$ cat src/rtl/control_multi_if.sv
// ----------------------------------------------------------------------------
// control_multi_if -- handshake / control bundle for the multi-cycle control
// unit. Clock and reset stay as plain ports on the module.
//   iOPCODE[10:0]  opcode field from IR
//   iMemReady      memory read/write completes this cycle
//   iALUDone       multi-cycle ALU result valid
//   o*             datapath controls, current state, retire / illegal pulses
// Modports: slave = control unit, master = driver of the inputs.
// ----------------------------------------------------------------------------
interface control_multi_if;
    logic [10:0] iOPCODE;
    logic        iMemReady;
    logic        iALUDone;
    logic        oPCWrite, oIRWrite, oIorD, oOrigAULA;
    logic [1:0]  oOrigBULA, oALUop, oBranch;
    logic        oReg2Loc, oMemRead, oMemWrite, oMemToReg, oRegWrite;
    logic [3:0]  oState;
    logic        oInstrDone, oIllegal;

    modport slave (
        input  iOPCODE, iMemReady, iALUDone,
        output oPCWrite, oIRWrite, oIorD, oOrigAULA, oOrigBULA, oALUop, oBranch,
               oReg2Loc, oMemRead, oMemWrite, oMemToReg, oRegWrite,
               oState, oInstrDone, oIllegal
    );
    modport master (
        output iOPCODE, iMemReady, iALUDone,
        input  oPCWrite, oIRWrite, oIorD, oOrigAULA, oOrigBULA, oALUop, oBranch,
               oReg2Loc, oMemRead, oMemWrite, oMemToReg, oRegWrite,
               oState, oInstrDone, oIllegal
    );
endinterface

$ cat src/rtl/control_multi.sv
// ----------------------------------------------------------------------------
// control_multi -- multi-cycle LEGv8-style control FSM.
//   iCLK     system clock (rising edge)
//   iRST_n   asynchronous active-low reset
//   bus      control_multi_if.slave (opcode, memory/ALU handshakes, controls)
// Optional feature macro: MULDIV_WAIT_EN -- when defined, MUL/DIV-class
// opcodes wait in EX_WAIT for iALUDone before write-back.
// Outputs are Moore except the FETCH IR/PC load and the MEM_WR retire pulse,
// which are qualified by iMemReady in the completing cycle.
// ----------------------------------------------------------------------------
module control_multi (
    input  logic            iCLK,
    input  logic            iRST_n,
    control_multi_if.slave  bus
);
    localparam logic [3:0] FETCH = 4'd0, DECODE = 4'd1, EX_R = 4'd2, EX_I = 4'd3,
                           MEM_ADDR = 4'd4, MEM_RD = 4'd5, LD_WB = 4'd6,
                           MEM_WR = 4'd7, ALU_WB = 4'd8, BRANCH = 4'd9,
                           EX_WAIT = 4'd10;

    typedef enum logic [2:0] {C_ILL, C_R, C_I, C_LD, C_ST, C_CB, C_BC, C_MD} cls_t;

    logic [3:0] state_q, state_d;
    logic       run_q;                  // 0 until the first edge after reset release
    logic       is_st_q, is_st_d;       // store family, captured in DECODE
    logic       is_cb_q, is_cb_d;       // CBZ/CBNZ (vs B.cond), captured in DECODE
    logic       illegal_q, illegal_d;
    cls_t       cls;

`ifndef MULDIV_WAIT_EN
    wire unused_aludone = bus.iALUDone;
`endif

    // Opcode classes (11-bit opcode field)
    always_comb begin
        cls = C_ILL;
        casez (bus.iOPCODE)
            11'h458, 11'h658, 11'h450, 11'h550, 11'h650,
            11'h69A, 11'h69B:                                cls = C_R;   // ADD SUB AND ORR EOR LSR LSL
            11'b1001000100?, 11'b1101000100?,
            11'b1001001000?, 11'b1011001000?:                cls = C_I;   // ADDI SUBI ANDI ORRI
            11'h7C2, 11'h1C2, 11'h3C2, 11'h5C4:              cls = C_LD;  // LDUR LDURB LDURH LDURSW
            11'h7C0, 11'h1C0, 11'h3C0, 11'h5C0:              cls = C_ST;  // STUR STURB STURH STURW
            11'b1011010????:                                 cls = C_CB;  // CBZ CBNZ
            11'b01010100???:                                 cls = C_BC;  // B.cond
            11'h4D8, 11'h4DA, 11'h4DE, 11'h4DC,
            11'h4D6, 11'h4D4, 11'h4D2:                       cls = C_MD;  // MUL SMULH UMULH MULHSU DIV REM REMU
            default:                                         cls = C_ILL;
        endcase
    end

    // State register
    always_ff @(posedge iCLK or negedge iRST_n) begin
        if (!iRST_n) begin
            state_q   <= FETCH;
            run_q     <= 1'b0;
            is_st_q   <= 1'b0;
            is_cb_q   <= 1'b0;
            illegal_q <= 1'b0;
        end else begin
            state_q   <= state_d;
            run_q     <= 1'b1;
            is_st_q   <= is_st_d;
            is_cb_q   <= is_cb_d;
            illegal_q <= illegal_d;
        end
    end

    // Next-state logic
    always_comb begin
        state_d   = state_q;
        is_st_d   = is_st_q;
        is_cb_d   = is_cb_q;
        illegal_d = 1'b0;
        case (state_q)
            FETCH:    if (bus.iMemReady) state_d = DECODE;
            DECODE: begin
                is_st_d = (cls == C_ST);
                is_cb_d = (cls == C_CB);
                case (cls)
                    C_R:        state_d = EX_R;
                    C_I:        state_d = EX_I;
                    C_LD, C_ST: state_d = MEM_ADDR;
                    C_CB, C_BC: state_d = BRANCH;
`ifdef MULDIV_WAIT_EN
                    C_MD:       state_d = EX_WAIT;
`else
                    C_MD:       state_d = EX_R;
`endif
                    default: begin
                        state_d   = FETCH;
                        illegal_d = 1'b1;
                    end
                endcase
            end
            EX_R, EX_I: state_d = ALU_WB;
            ALU_WB:     state_d = FETCH;
            MEM_ADDR:   state_d = is_st_q ? MEM_WR : MEM_RD;
            MEM_RD:     if (bus.iMemReady) state_d = LD_WB;
            LD_WB:      state_d = FETCH;
            MEM_WR:     if (bus.iMemReady) state_d = FETCH;
            BRANCH:     state_d = FETCH;
`ifdef MULDIV_WAIT_EN
            EX_WAIT:    if (bus.iALUDone) state_d = ALU_WB;
`endif
            default:    state_d = FETCH;   // unused encodings recover
        endcase
        // Hold FETCH until the first edge after reset release
        if (!run_q) begin
            state_d   = FETCH;
            illegal_d = 1'b0;
        end
    end

    // Output logic
    always_comb begin
        bus.oPCWrite   = 1'b0;
        bus.oIRWrite   = 1'b0;
        bus.oIorD      = 1'b0;
        bus.oOrigAULA  = 1'b0;
        bus.oOrigBULA  = 2'b00;
        bus.oALUop     = 2'b11;
        bus.oBranch    = 2'b00;
        bus.oReg2Loc   = 1'b0;
        bus.oMemRead   = 1'b0;
        bus.oMemWrite  = 1'b0;
        bus.oMemToReg  = 1'b0;
        bus.oRegWrite  = 1'b0;
        bus.oInstrDone = 1'b0;
        case (state_q)
            FETCH: begin
                bus.oMemRead  = 1'b1;
                bus.oOrigAULA = 1'b1;
                bus.oOrigBULA = 2'b01;
                bus.oALUop    = 2'b00;
                bus.oIRWrite  = bus.iMemReady;
                bus.oPCWrite  = bus.iMemReady;
            end
            DECODE: begin
                bus.oOrigAULA = 1'b1;
                bus.oOrigBULA = 2'b11;
                bus.oALUop    = 2'b00;
            end
            EX_R:     bus.oALUop = 2'b10;
            EX_I: begin
                bus.oOrigBULA = 2'b10;
                bus.oALUop    = 2'b10;
            end
            ALU_WB: begin
                bus.oRegWrite  = 1'b1;
                bus.oInstrDone = 1'b1;
            end
            MEM_ADDR: begin
                bus.oOrigBULA = 2'b10;
                bus.oALUop    = 2'b00;
                bus.oReg2Loc  = is_st_q;
            end
            MEM_RD: begin
                bus.oMemRead = 1'b1;
                bus.oIorD    = 1'b1;
            end
            LD_WB: begin
                bus.oRegWrite  = 1'b1;
                bus.oMemToReg  = 1'b1;
                bus.oInstrDone = 1'b1;
            end
            MEM_WR: begin
                bus.oMemWrite  = 1'b1;
                bus.oIorD      = 1'b1;
                bus.oReg2Loc   = 1'b1;
                bus.oInstrDone = bus.iMemReady;
            end
            BRANCH: begin
                bus.oReg2Loc   = 1'b1;
                bus.oALUop     = 2'b01;
                bus.oBranch    = is_cb_q ? 2'b01 : 2'b10;
                bus.oInstrDone = 1'b1;
            end
`ifdef MULDIV_WAIT_EN
            EX_WAIT:  bus.oALUop = 2'b10;
`endif
            default: ;
        endcase
        // Quiet until the first edge after reset release
        if (!run_q) begin
            bus.oPCWrite   = 1'b0;
            bus.oIRWrite   = 1'b0;
            bus.oMemRead   = 1'b0;
            bus.oMemWrite  = 1'b0;
            bus.oRegWrite  = 1'b0;
            bus.oInstrDone = 1'b0;
        end
    end

    assign bus.oState   = state_q;
    assign bus.oIllegal = illegal_q;

endmodule

$ cat src/flat_wrapper.sv
// flat-port wrapper written by rule: the top's interface ports become plain ports
module control_multi_flat 
  (iCLK, iRST_n, bus_iOPCODE, bus_iMemReady, bus_iALUDone, bus_oPCWrite, bus_oIRWrite, bus_oIorD, bus_oOrigAULA, bus_oOrigBULA, bus_oALUop, bus_oBranch, bus_oReg2Loc, bus_oMemRead, bus_oMemWrite, bus_oMemToReg, bus_oRegWrite, bus_oState, bus_oInstrDone, bus_oIllegal);
  control_multi_if bus_i ();
  input  logic iCLK;
  input  logic iRST_n;
  input wire logic [$bits(bus_i.iOPCODE)-1:0] bus_iOPCODE;
  input wire logic [$bits(bus_i.iMemReady)-1:0] bus_iMemReady;
  input wire logic [$bits(bus_i.iALUDone)-1:0] bus_iALUDone;
  output wire logic [$bits(bus_i.oPCWrite)-1:0] bus_oPCWrite;
  output wire logic [$bits(bus_i.oIRWrite)-1:0] bus_oIRWrite;
  output wire logic [$bits(bus_i.oIorD)-1:0] bus_oIorD;
  output wire logic [$bits(bus_i.oOrigAULA)-1:0] bus_oOrigAULA;
  output wire logic [$bits(bus_i.oOrigBULA)-1:0] bus_oOrigBULA;
  output wire logic [$bits(bus_i.oALUop)-1:0] bus_oALUop;
  output wire logic [$bits(bus_i.oBranch)-1:0] bus_oBranch;
  output wire logic [$bits(bus_i.oReg2Loc)-1:0] bus_oReg2Loc;
  output wire logic [$bits(bus_i.oMemRead)-1:0] bus_oMemRead;
  output wire logic [$bits(bus_i.oMemWrite)-1:0] bus_oMemWrite;
  output wire logic [$bits(bus_i.oMemToReg)-1:0] bus_oMemToReg;
  output wire logic [$bits(bus_i.oRegWrite)-1:0] bus_oRegWrite;
  output wire logic [$bits(bus_i.oState)-1:0] bus_oState;
  output wire logic [$bits(bus_i.oInstrDone)-1:0] bus_oInstrDone;
  output wire logic [$bits(bus_i.oIllegal)-1:0] bus_oIllegal;
  assign bus_i.iOPCODE = bus_iOPCODE;
  assign bus_i.iMemReady = bus_iMemReady;
  assign bus_i.iALUDone = bus_iALUDone;
  assign bus_oPCWrite = bus_i.oPCWrite;
  assign bus_oIRWrite = bus_i.oIRWrite;
  assign bus_oIorD = bus_i.oIorD;
  assign bus_oOrigAULA = bus_i.oOrigAULA;
  assign bus_oOrigBULA = bus_i.oOrigBULA;
  assign bus_oALUop = bus_i.oALUop;
  assign bus_oBranch = bus_i.oBranch;
  assign bus_oReg2Loc = bus_i.oReg2Loc;
  assign bus_oMemRead = bus_i.oMemRead;
  assign bus_oMemWrite = bus_i.oMemWrite;
  assign bus_oMemToReg = bus_i.oMemToReg;
  assign bus_oRegWrite = bus_i.oRegWrite;
  assign bus_oState = bus_i.oState;
  assign bus_oInstrDone = bus_i.oInstrDone;
  assign bus_oIllegal = bus_i.oIllegal;
  control_multi u_core (.iCLK(iCLK), .iRST_n(iRST_n), .bus(bus_i));
endmodule
$ cat config.mk
export PLATFORM = sky130hd
export DESIGN_NAME = control_multi_flat
export DESIGN_NICKNAME = d
export VERILOG_FILES = /design/src/rtl/control_multi_if.sv /design/src/rtl/control_multi.sv /design/src/flat_wrapper.sv
export SDC_FILE = /design/constraint.sdc
export NUM_CORES = 1
export LEC_CHECK = 0
export BUFFER_PORTS_ARGS = -buffer_cell sky130_fd_sc_hd__buf_4
export CORE_MARGIN = 2
export CORE_UTILIZATION = 47
export DETAILED_ROUTE_END_ITERATION = 12
export GPL_ROUTABILITY_DRIVEN = 1
export PLACE_DENSITY = 0.84
export RECOVER_POWER = 100
export SLEW_MARGIN = 20
export SYNTH_ARGS = -nofsm -noshare
export SYNTH_HDL_FRONTEND = slang
export SYNTH_SLANG_ARGS = --single-unit
$ cat constraint.sdc
create_clock -name iCLK -period 1.8 [get_ports iCLK]
set_clock_uncertainty 0.15 [all_clocks]
set_input_delay 0.18 -clock iCLK [delete_from_list [all_inputs] [get_ports iCLK]]
set_output_delay 0.18 -clock iCLK [all_outputs]
set_load 0.02 [all_outputs]
Word-level counts from Yosys, hierarchy flattened. Index checks and enable logic that the tools add are counted.

Register bits after elaboration: 8. Input port bits: 15. Output and inout bits: 21.

Equal/unequal tests: 47. Mux-type cells: 29. Reductions and logical operators: 20.

Operators by type and width (count): $eq 11x11->1 const B (18); $eq 10x10->1 const B (4); $pmux 4 s6 (1); $eq 11x10->1 const B (2); $eq 11x9->1 const B (2); $pmux 3 s7 (1); $reduce_or 7->1 (3); $reduce_or 2->1 (10); $eq 4x3->1 const B (4); $mux 4 (4); $pmux 4 s4 (1); $mux 1 (15); $eq 3x3->1 const B (4); $pmux 2 s3 (2); $reduce_or 4->1 (3); $ne 3x3->1 const B (3); $eq 4x2->1 const B (2); $eq 4x4->1 const B (2); $eq 8x7->1 const B (1); $eq 7x7->1 const B (1); $eq 3x2->1 const B (2); $mux 2 (3); $reduce_or 3->1 (2); $eq 4x1->1 const B (1); other kinds (4) (5).

Depth between registers and ports, before layout. Gate-level depths: netlist of the first run.

Depth after elaboration: 8. Depth in mapped cells: 6. Gate-level depth less buffers: 5.

Worst setup path before layout of the first run. OpenSTA, ideal clock, no wires.

Kind: reg2reg. From: reg u_core.state_q[1] (netlist: u_core.bus.oState[1]). To: reg u_core.illegal_q (netlist: u_core.bus.oIllegal). Library setup time: 0.095 ns. Arrival: 1.646 ns. Required time: 1.555 ns. Setup slack: -0.092 ns. Stages on the path, launching flop included: 6. Buffers on the path: 0. Cells stage by stage: dfrtp_1 > nor3_2 > nand2_1 > a21oi_1 > nand2_1 > nor4b_2.

Word-level cells in the longest chain between the ends: 3.

RTL lines: start: declaration (RTL line control_multi.sv:23) `logic [3:0] state_q, state_d;`; start signal: assignment (RTL line control_multi.sv:61) `state_q <= state_d;`; $eq 4x1->1 (RTL line control_multi.sv:75) `case (state_q)`; $mux 1 (RTL line control_multi.sv:75); $mux 1 (RTL line control_multi.sv:109) `if (!run_q) begin`; net u_core.illegal_d (RTL line control_multi.sv:27) `logic illegal_q, illegal_d;`; end signal: assignment (RTL line control_multi.sv:65) `illegal_q <= illegal_d;`; end: declaration (RTL line control_multi.sv:27).

The timed path passes the listed nets, and every way through them passes these cells. A chain may end at the register's enable or synchronous reset.

Final worst setup path of the first run.
From: reg u_core.state_q[2] (netlist: u_core.bus.oState[2]). To: out bus_oRegWrite.

Word-level cells in the longest chain between the ends: 4. Elaborated cells on any way between the ends: 5. Those cells by class: eq/ne: 2; mux: 2; reduce/logical: 1.

RTL lines: $eq 4x4->1 or $eq 4x3->1 (tied branches) (RTL line control_multi.sv:130) `case (state_q)`; $reduce_or 2->1 (no source line) (*); $mux 1 (*) (RTL line control_multi.sv:130); $mux 1 (*) (RTL line control_multi.sv:185) `if (!run_q) begin`; end: declaration (RTL line flat_wrapper.sv:21) `output wire logic [$bits(bus_i.oRegWrite)-1:0] bus_oRegWrite;`.

Mark *: on every way between the ends. The rest lies on a longest branch, timed or not.

==> results of run 1 <==
per-stage QoR:
step                      power (mW)  cells  utilization  setup TNS [ps]  hold slack, ps
after global placement         0.322    164        0.670               0            -154
after floorplan                0.257    105            -               0            -266
after global routing           0.480    172        0.689           -1.89             130
final                          0.450    172        0.689               0             117
after detailed placement       0.325    164        0.670               0            -150
after CTS                      0.461    168        0.694               0             115
critical path, cell delays in order (launching register included):
cell and delay [ps]:
sky130_fd_sc_hd__dfrtp_2 430, sky130_fd_sc_hd__buf_12 140, sky130_fd_sc_hd__nor2_1 100, sky130_fd_sc_hd__nand2_2 90
sky130_fd_sc_hd__nand2_1 90, sky130_fd_sc_hd__and3_1 150, sky130_fd_sc_hd__clkbuf_2 160
logic make-up after synthesis:
logic type | after synthesis | synth area share
buf+inv | 10 | 0.0538
xor+xnor | 2 | 0.0209
flops | 8 | 0.239
compound gates | 26 | 0.233
mux | 1 | 0.0120
simple gates | 57 | 0.437
other cells | 1 | 0.00448
layout make-up:
cell class              instances  area, sq um  area share
multi-input cells              87          601       0.511
inverters                       4         15.0      0.0128
flip-flops and latches          8          204       0.173
clock buffers                   3         22.5      0.0191
repair buffers                 45          303       0.257
well taps                      25         31.3      0.0266
flip-flops by register name, indices dropped and copies added (netlist names):
| name | count |
|---|---|
| u_core.run_q | 1 |
| u_core.is_st_q | 1 |
| u_core.bus.oIllegal | 1 |
| u_core.is_cb_q | 1 |
| u_core.bus.oState | 4 |
how the worst max path moves through the flow:
stage                     slack (ps)                   end                 start
after global placement           180  u_core.bus.oState[2]        bus_iOPCODE[5]
final                             60         bus_oRegWrite  u_core.bus.oState[2]
after detailed placement         150  u_core.bus.oState[2]        bus_iOPCODE[5]
after CTS                          9        bus_oInstrDone  u_core.bus.oState[2]
after global routing              -2         bus_oRegWrite  u_core.bus.oState[2]
after floorplan                   20   u_core.bus.oIllegal  u_core.bus.oState[1]
cells in the final DEF (no fill, tap or decap), types with 2 or more instances in the layout:
cell type and count:
sky130_fd_sc_hd__buf_4 26, sky130_fd_sc_hd__nor2b_1 2, sky130_fd_sc_hd__inv_1 4, sky130_fd_sc_hd__a21oi_1 6, sky130_fd_sc_hd__nand2b_1 3, sky130_fd_sc_hd__o22ai_1 2, sky130_fd_sc_hd__dfrtp_1 5, sky130_fd_sc_hd__dfrtp_2 3
sky130_fd_sc_hd__nand3b_1 2, sky130_fd_sc_hd__clkbuf_1 11, sky130_fd_sc_hd__clkbuf_2 5, sky130_fd_sc_hd__nor3_1 6, sky130_fd_sc_hd__nand4b_1 3, sky130_fd_sc_hd__nand3_1 2, sky130_fd_sc_hd__nor2_1 10, sky130_fd_sc_hd__nor4b_2 2
sky130_fd_sc_hd__o21ai_1 2, sky130_fd_sc_hd__o21ai_0 5, sky130_fd_sc_hd__nand2_1 13, sky130_fd_sc_hd__and3_1 2, sky130_fd_sc_hd__clkbuf_4 3
power by group through the flow:
stage | clock network (mW) | registers [mW] | logic [mW]
after global placement | 0 | 0.193 | 0.129
after CTS | 0.137 | 0.190 | 0.134
after detailed placement | 0 | 0.193 | 0.132
after floorplan | 0 | 0.194 | 0.0635
after global routing | 0.149 | 0.191 | 0.140
final | 0.131 | 0.191 | 0.128
what timing repair did:
action / 4_1_cts / 5_1_grt
endpoints found under the setup margin: 3 / 6
setup buffers: 0 / 4
hold buffers: 1 / 0
endpoints found under the hold margin: 8 / 0
resized for setup: 3 / 5
cloned: 0 / 0
routing by layer:
layer | wire length (um) | vias up | GRT usage | part of all wire
li1 | - | 469 | - | -
met4 | 21 | 0 | 0.0457 | 0.0094
met1 | 873 | 428 | 0.243 | 0.39
met5 | 0 | - | 0 | 0
met3 | 114 | 2 | 0.0353 | 0.051
met2 | 1220 | 40 | 0.428 | 0.55
==> reports/metrics.cfg, run 1 <==
[yosys]
yosysSeqAreaShare = 0.239
synth_top_flop_cell = sky130_fd_sc_hd__dfrtp_1
asyncSetResetFlopFracSynth = 1.00
synth_cells = 105
synth-seq-cells = 8
synth_edf_count = 0
syn_nets = 120
yosys.area.top_type_share = 0.239
post-synth-top-count-cell = sky130_fd_sc_hd__nand2_1
synth_area_leaders = sky130_fd_sc_hd__dfrtp_1 (24%), sky130_fd_sc_hd__nand2_1 (6.3%), sky130_fd_sc_hd__nor2_1 (4.5%), sky130_fd_sc_hd__a21oi_1 (3.6%), sky130_fd_sc_hd__nor3_1 (3.6%)
netlist_area_sq_um = 837
synth.cells.most_frequent = sky130_fd_sc_hd__nand2_1 (14), sky130_fd_sc_hd__nor2_1 (10), sky130_fd_sc_hd__dfrtp_1 (8)
ys.warnings.count = 0
post-synth-top-area-cell = sky130_fd_sc_hd__dfrtp_1
yosys.cell_types.count = 44
syn-mean-instance-area_sq_um = 7.97

[power_and_ir_drop]
max-vdd-ir-drop_mv = 0.403
switching_share = 0.295
p_per_area_mw_per_mm2 = 383
pwr-share-comb = 0.285
power_switching_mw = 0.133
cell_internal_pwr_mw = 0.317
power.static_leakage_nw = 0.507
power_frac_clock = 0.291
p_seq_frac = 0.423

[clock_tree]
htreeDepth = 1
cts_buffers = 3
cts_root_buffer = sky130_fd_sc_hd__clkbuf_4
clock_sinks = 8
worstSkewPairLatency_ps = 250
cts-root-to-sink-buffers = 2
cts_tree = done
clk_pin_slew_worst_paths_ps = 50

[hold_path]
whs_endpoint = u_core.is_cb_q
hold_path.class = input port to flop
hp-start = bus_iOPCODE[5]
worst_hold_path.num_cells = 3

[worst_setup_path]
timing.critical_path.from_type = flop
critical_path_required_ps = 1470
critPathKind = flop to primary output
crit_fanout = 4
setup.reg_to_reg.worst_slack_ps = 150
worst_r2r_startpoint = u_core.bus.oState[3]
r2r_cells = 6
critical_path_arrival_ps = 1410
r2r_end = u_core.bus.oIllegal
timing.critical_path.to_type = primary output

[route]
routed_wire_length_per_instance_um = 13.0
detailroute.via_count = 939
routed_wl_um = 2230
viasPerCell = 5.46
drt-initial-drc-count = 16
drtAntennaViolNets = 0
detail_route.first_pass.iterations = 4
drc = 0

[placed_design]
place_ws_ps = 152
place.gp.congestion = 0.812
port_buf_inserts = 34
placement.cell_area_sq_mm = 0.00114
place.detailed.hpwl_um = 1790

[floorplan]
placementRows = 15
die_height_um = 46.2
coreArea_sq_mm = 0.00171
fp.dieArea_sq_mm = 0.00213
die-width_um = 46.2
starting_utilization_of_the_core_area = 0.490
pin_count = 36

[global_route]
grt_overflow = 0
grt.total_usage = 0.219
grt_pass1_vias = 831
grt_max_degree = 16
grt_first_pass_wirelength_um = 3460
grt_antenna_before_repair = 0

[layout]
nFillCells = 144
areaGrowthSynthToFinish_pct = 40.5
number_of_antenna_diodes = 0
design_area_sq_mm = 0.00118
final_layout_size_suffix_gt1_frac = 0.333
nets = 164

[sta]
timing.final.crit_share = 0.966
timing.final.setup_violations = 0
timing_hold_violations_final = 0
worst_slack_ps = 60.9
drv_slew = 0
post-route-min-period_ps = 1740
achievable-frequency_mhz = 575

[job]
cap_viol_max_count = 0

[outcome]
run_status = finished, final reports clean

Note: power is estimated with default switching activity, not from simulation.
==> inputs of run 2 (changes only) <==
--- a/config.mk
+++ b/config.mk
@@ -12,6 +12,7 @@
 export GPL_ROUTABILITY_DRIVEN = 1
 export PLACE_DENSITY = 0.84
 export RECOVER_POWER = 100
+export REMOVE_ABC_BUFFERS = 1
 export SLEW_MARGIN = 20
 export SYNTH_ARGS = -nofsm -noshare
 export SYNTH_HDL_FRONTEND = slang
==> reports/metrics.cfg, run 2 (synthesis gave the netlist of run 1 again) <==
[route]
drtAntennaViolNets = 0  ; unchanged
detailroute.via_count = 938  ; -0.11%
detail_route.first_pass.iterations = 4  ; unchanged
routed-wl-met2_um = 1220  ; +0.25%
drc = 0  ; unchanged
routed_wire_length_per_instance_um = 13.4  ; +3.6%
met3_length_um = 126  ; +11%
routed_wl_um = 2300  ; +3.0%
viasPerCell = 5.49  ; +0.48%
route.layer.met1.wl_um = 938  ; +7.4%
drt-initial-drc-count = 23  ; +7
highest-signal-layer = met4

[clock_tree]
cts_root_buffer = sky130_fd_sc_hd__clkbuf_4
cts_tree = done
clock_sinks = 8  ; unchanged
cts_buffers = 3  ; unchanged
clk_pin_slew_worst_paths_ps = 50  ; about the same
cts-root-to-sink-buffers = 2  ; unchanged
htreeDepth = 1  ; unchanged
worstSkewPairLatency_ps = 250  ; about the same

[sta]
post-route-min-period_ps = 1750  ; +7.03 ps
drv_slew = 0  ; unchanged
timing.final.setup_violations = 0  ; unchanged
worst_slack_ps = 53.9  ; -7.03 ps
achievable-frequency_mhz = 573  ; -0.40%
timing.final.crit_share = 0.970  ; +0.00390
timing_hold_violations_final = 0  ; unchanged
worst_hold_slack_after_final_layout_ps = 85.9  ; -30.9 ps

[floorplan]
die-width_um = 46.2  ; unchanged
pin_count = 36  ; unchanged
coreArea_sq_mm = 0.00171  ; unchanged
placementRows = 15  ; unchanged
fp.dieArea_sq_mm = 0.00213  ; unchanged
die_height_um = 46.2  ; unchanged
starting_utilization_of_the_core_area = 0.490  ; unchanged

[worst_setup_path]
setup.reg_to_reg.worst_slack_ps = 110  ; -40 ps
r2r_cells = 7  ; +1
critPathKind = flop to primary output
critical_path_required_ps = 1470  ; about the same
timing.critical_path.from_type = flop
crit_fanout = 9  ; +5
worst_r2r_startpoint = u_core.bus.oState[1]
timing.critical_path.to_type = primary output
r2r_end = u_core.bus.oState[2]
critical_path_arrival_ps = 1420  ; about the same

[placed_design]
place_ws_ps = 121  ; -30.9 ps
place.detailed.hpwl_um = 1750  ; -1.9%
port_buf_inserts = 34  ; unchanged
place.gp.congestion = 0.818  ; +0.78%
post_place_cells = 164  ; unchanged
placement.cell_area_sq_mm = 0.00114  ; -0.55%

[global_route]
grt_first_pass_wirelength_um = 3490  ; +1.0%
grt_max_degree = 16  ; unchanged
grt_overflow = 0  ; unchanged
grt_pass1_vias = 797  ; -4.1%
grt.total_usage = 0.227  ; +0.00789
grt_antenna_before_repair = 0  ; unchanged

[hold_path]
hp-start = bus_iOPCODE[5]
whs_endpoint = u_core.is_cb_q
hold_path.class = input port to flop
worst_hold_path.num_cells = 3  ; unchanged

[power_and_ir_drop]
power.static_leakage_nw = 0.520  ; +2.5%
p_per_area_mw_per_mm2 = 384  ; +0.34%
max-vdd-ir-drop_mv = 0.256  ; -37%

[layout]
layout.cells.most_common_list = sky130_fd_sc_hd__buf_4 (27), sky130_fd_sc_hd__nand2_1 (12), sky130_fd_sc_hd__nor2_1 (7), sky130_fd_sc_hd__clkbuf_1 (7)
design_area_sq_mm = 0.00118  ; +0.11%
areaGrowthSynthToFinish_pct = 40.7
largest_register_ffs = 4  ; unchanged
nets = 163  ; -0.61%
final_common_cell = sky130_fd_sc_hd__buf_4
nFillCells = 152  ; +5.6%
final-instance-count-excl-fill = 171  ; -0.58%
final_layout_size_suffix_gt1_frac = 0.397  ; +0.0639
number_of_antenna_diodes = 0  ; unchanged

[job]
cap_viol_max_count = 0  ; unchanged

[outcome]
run_status = finished, final reports clean

run 2: cell types whose count changed in the layout (fill, tap and decap cells not counted), sizes merged:
| cell | before | now |
|---|---|---|
| clkbuf | 19 | 15 |
| buf | 28 | 31 |
run 2: worst max-delay path, stage by stage (launching register included):
cell and delay [ps]:
sky130_fd_sc_hd__dfrtp_2 460, sky130_fd_sc_hd__inv_1 230, sky130_fd_sc_hd__nor2_2 90, sky130_fd_sc_hd__o21ai_0 130
sky130_fd_sc_hd__and2_1 130, sky130_fd_sc_hd__buf_4 130
run 2: layout make-up:
type                    instances  area [sq um]  area share
multi-input cells              87           614       0.522
flip-flops and latches          8           204       0.173
inverters                       4          15.0      0.0128
repair buffers                 44           290       0.247
well taps                      25          31.3      0.0266
clock buffers                   3          22.5      0.0191
run 2: worst max-delay path by stage:
stage,start,end,depth (start not counted),slack [ps]
after floorplan,u_core.bus.oState[1],u_core.bus.oIllegal,5,-450
after global placement,u_core.bus.oState[2],u_core.bus.oIllegal,5,180
after detailed placement,bus_iOPCODE[5],u_core.bus.oState[2],5,120
after CTS,u_core.bus.oState[2],bus_oReg2Loc,5,20
after global routing,u_core.bus.oState[1],bus_oRegWrite,6,-20
final,u_core.bus.oState[0],bus_oInstrDone,5,50
run 2: what timing repair did:
action	4_1_cts	5_1_grt
gates cloned	0	0
endpoints found under the hold margin	8	0
gates resized for setup	4	7
endpoints found under the setup margin	3	7
hold buffers	1	0
buffers inserted	0	3
run 2: where the power goes:
part	total [mW]	internal [mW]	switching, mW	leakage, nW
Sequential	0.190	0.184	0.00531	0.103
Clock	0.129	0.0758	0.0534	0.0138
Combinational	0.133	0.0587	0.0747	0.403
Total	0.452	0.319	0.133	0.520
run 2: metal layers:
metal	global-route usage	vias to the layer above
li1	-	467
met1	0.265	427
met2	0.417	42
met3	0.0235	2
met4	0.0914	0
met5	0	-
run 2: per-stage QoR:
| step | setup TNS (ps) | power [mW] | utilization |
|---|---|---|---|
| floorplan | -1920 | 0.252 | - |
| global placement | 0 | 0.321 | 0.667 |
| detailed placement | 0 | 0.325 | 0.667 |
| CTS | 0 | 0.459 | 0.689 |
| global route | -36.4 | 0.477 | 0.689 |
| finish | 0 | 0.452 | 0.689 |
==> inputs of run 3 (changes only) <==
--- a/config.mk
+++ b/config.mk
@@ -7,10 +7,10 @@
 export LEC_CHECK = 0
 export BUFFER_PORTS_ARGS = -buffer_cell sky130_fd_sc_hd__buf_4
 export CORE_MARGIN = 2
-export CORE_UTILIZATION = 47
+export CORE_UTILIZATION = 27
 export DETAILED_ROUTE_END_ITERATION = 12
 export GPL_ROUTABILITY_DRIVEN = 1
-export PLACE_DENSITY = 0.84
+export PLACE_DENSITY = 0.55
 export RECOVER_POWER = 100
 export REMOVE_ABC_BUFFERS = 1
 export SLEW_MARGIN = 20
==> reports/metrics.cfg, run 3 (synthesis gave the netlist of run 1 again) <==
[power_and_ir_drop]
cell_internal_pwr_mw = 0.320  ; +0.43%
max-vdd-ir-drop_mv = 0.103  ; -60%
total_power_mw = 0.457  ; +0.96%
switching_share = 0.299  ; +0.00372
power_frac_clock = 0.291  ; +0.005
p_per_area_mw_per_mm2 = 375  ; -2.5%
power_switching_mw = 0.136  ; +2.2%
pwr-share-comb = 0.298  ; +0.003
p_seq_frac = 0.410  ; -0.009
power.static_leakage_nw = 0.541  ; +4.1%

[sta]
worst_hold_slack_after_final_layout_ps = 95.9  ; +10.0 ps
post-route-min-period_ps = 1730  ; -16.3 ps
rsz0062_at_grt = false
worst_slack_ps = 70.2  ; +16.3 ps
drv_slew = 0  ; unchanged
timing_hold_violations_final = 0  ; unchanged
timing.final.crit_share = 0.961  ; -0.00906
timing.final.setup_violations = 0  ; unchanged
achievable-frequency_mhz = 578  ; +0.94%
setup_tns_ps = 0  ; unchanged

[clock_tree]
cts_buffers = 3  ; unchanged
clock_sinks = 8  ; unchanged
htreeDepth = 1  ; unchanged
cts_tree = done
clk_pin_slew_worst_paths_ps = 50  ; about the same
cts_root_buffer = sky130_fd_sc_hd__clkbuf_4
cts-root-to-sink-buffers = 2  ; unchanged
worstSkewPairLatency_ps = 250  ; about the same

[placed_design]
place.gp.congestion = 0.792  ; -3.1%
placement.cell_area_sq_mm = 0.00116  ; +2.2%
port_buf_inserts = 34  ; unchanged
place_ws_ps = 134  ; +12.3 ps
post_place_cells = 174  ; +6.1%
place.detailed.hpwl_um = 1890  ; +7.8%

[floorplan]
fp.dieArea_sq_mm = 0.00356  ; +67%
placementRows = 20  ; +5
die_height_um = 59.7  ; +29%
pin_count = 36  ; unchanged
die-width_um = 59.7  ; +29%
coreArea_sq_mm = 0.00300  ; +76%
starting_utilization_of_the_core_area = 0.279  ; -0.211

[worst_setup_path]
r2r_end = u_core.bus.oIllegal
timing.critical_path.to_type = primary output
setup.reg_to_reg.worst_slack_ps = 170  ; +60 ps
last_element_of_the_critical_path = bus_oReg2Loc
critical_path_required_ps = 1470  ; about the same
path_common_cell = sky130_fd_sc_hd__nand2_1
timing.critical_path.from_type = flop
critical_path_depth = 5  ; unchanged
slowest_stage_delay_on_critical_path_ps = 440  ; -20 ps
critical_path.startpoint = u_core.bus.oState[2]
critPathKind = flop to primary output
r2r_cells = 6  ; -1
critical_path_arrival_ps = 1400  ; -20 ps
worst_r2r_startpoint = u_core.bus.oState[3]
crit_fanout = 4  ; -5
crit_path_top_delay_cell = sky130_fd_sc_hd__dfrtp_2
cp_cell_sequence = nor2b_4 -> nand2_1 -> nand2_1 -> a32o_1 -> buf_4
kind_of_cell_adding_the_most_delay_to_the_critical_path = flip-flops
timing.critical_path.buf_inv = 1  ; -1

[job]
cap_viol_max_count = 0  ; unchanged

[route]
viasPerCell = 4.96  ; -9.6%
drc = 0  ; unchanged
drt-initial-drc-count = 29  ; +26%
drtAntennaViolNets = 0  ; unchanged
detailroute.via_count = 912  ; -2.8%
detail_route.first_pass.iterations = 4  ; unchanged
routed_wire_length_per_instance_um = 12.9  ; -3.6%
routed_wl_um = 2380  ; +3.7%

[layout]
final_common_cell = sky130_fd_sc_hd__buf_4
design_area_sq_mm = 0.00122  ; +3.5%
largest_register_ffs = 4  ; unchanged
areaGrowthSynthToFinish_pct = 45.6
final_layout_size_suffix_gt1_frac = 0.384  ; -0.0132
post-route-util = 0.406  ; -0.284
nets = 168  ; +3.1%
layout.cells.most_common_list = sky130_fd_sc_hd__buf_4 (32), sky130_fd_sc_hd__nand2_1 (14), sky130_fd_sc_hd__nor2_1 (8), sky130_fd_sc_hd__clkbuf_1 (8)
number_of_antenna_diodes = 0  ; unchanged
final-instance-count-excl-fill = 184  ; +7.6%

[global_route]
grt_pass1_vias = 849  ; +6.5%
grt_antenna_before_repair = 0  ; unchanged
grt_max_degree = 16  ; unchanged
grt.total_usage = 0.135  ; -0.0925
grt_first_pass_wirelength_um = 3750  ; +7.3%
grt_overflow = 0  ; unchanged

[hold_path]
hold_path.class = input port to flop

[outcome]
run_status = finished, final reports clean

## run 3: changes by cell type in the layout (fill, tap and decap cells not counted), moves of 2 or more
cell                      delta
sky130_fd_sc_hd__nand2_2     -2
sky130_fd_sc_hd__nand2_1     +2
sky130_fd_sc_hd__buf_4       +5
sky130_fd_sc_hd__buf_2       -3
## run 3: cell type report
cell class	instances	area, sq um
Timing Repair Buffer	49	333
Multi-Input combinational cell	87	604
Clock buffer	3	22.5
Sequential cell	8	203
Fill cell	328	1780
Tap cell	33	41.3
Inverter	4	15.0
## run 3: worst min path at each step
stage,to,depth (start not counted),startpoint
2_1_floorplan,u_core.bus.oIllegal,0,iRST_n
3_3_place_gp,u_core.run_q,1,iRST_n
3_5_place_dp,u_core.run_q,1,iRST_n
4_1_cts,u_core.is_cb_q,3,bus_iOPCODE[5]
5_1_grt,u_core.is_cb_q,3,bus_iOPCODE[5]
6_report,u_core.is_cb_q,3,bus_iOPCODE[5]
## run 3: what timing repair did
| action | in CTS | in global routing |
|---|---|---|
| gates resized for setup | 4 | 6 |
| setup endpoints to repair | 5 | 5 |
| pin swaps | 0 | 0 |
| hold buffers | 1 | 0 |
| buffers inserted | 0 | 6 |
| hold endpoints to repair | 8 | 0 |
## run 3: power groups by stage
stage | sequential [mW] | clock, mW | combinational [mW]
floorplan | 0.196 | 0 | 0.0560
global placement | 0.190 | 0 | 0.136
detailed placement | 0.190 | 0 | 0.138
CTS | 0.187 | 0.140 | 0.141
global route | 0.188 | 0.145 | 0.150
finish | 0.187 | 0.133 | 0.136
## run 3: layer usage
| metal | routed length [um] | track usage |
|---|---|---|
| met5 | 0 | 0 |
| met2 | 1190 | 0.250 |
| met1 | 1030 | 0.164 |
| met3 | 138 | 0.00433 |
| met4 | 21 | 0.0476 |
## run 3: worst register-to-register path, cell delays in order, from the launching register on
cell,delay [ps]
sky130_fd_sc_hd__dfrtp_2,430
sky130_fd_sc_hd__clkbuf_1,130
sky130_fd_sc_hd__nor3_2,160
sky130_fd_sc_hd__nand2_1,100
sky130_fd_sc_hd__a21oi_1,130
sky130_fd_sc_hd__nand2_1,130
sky130_fd_sc_hd__nor4b_2,300
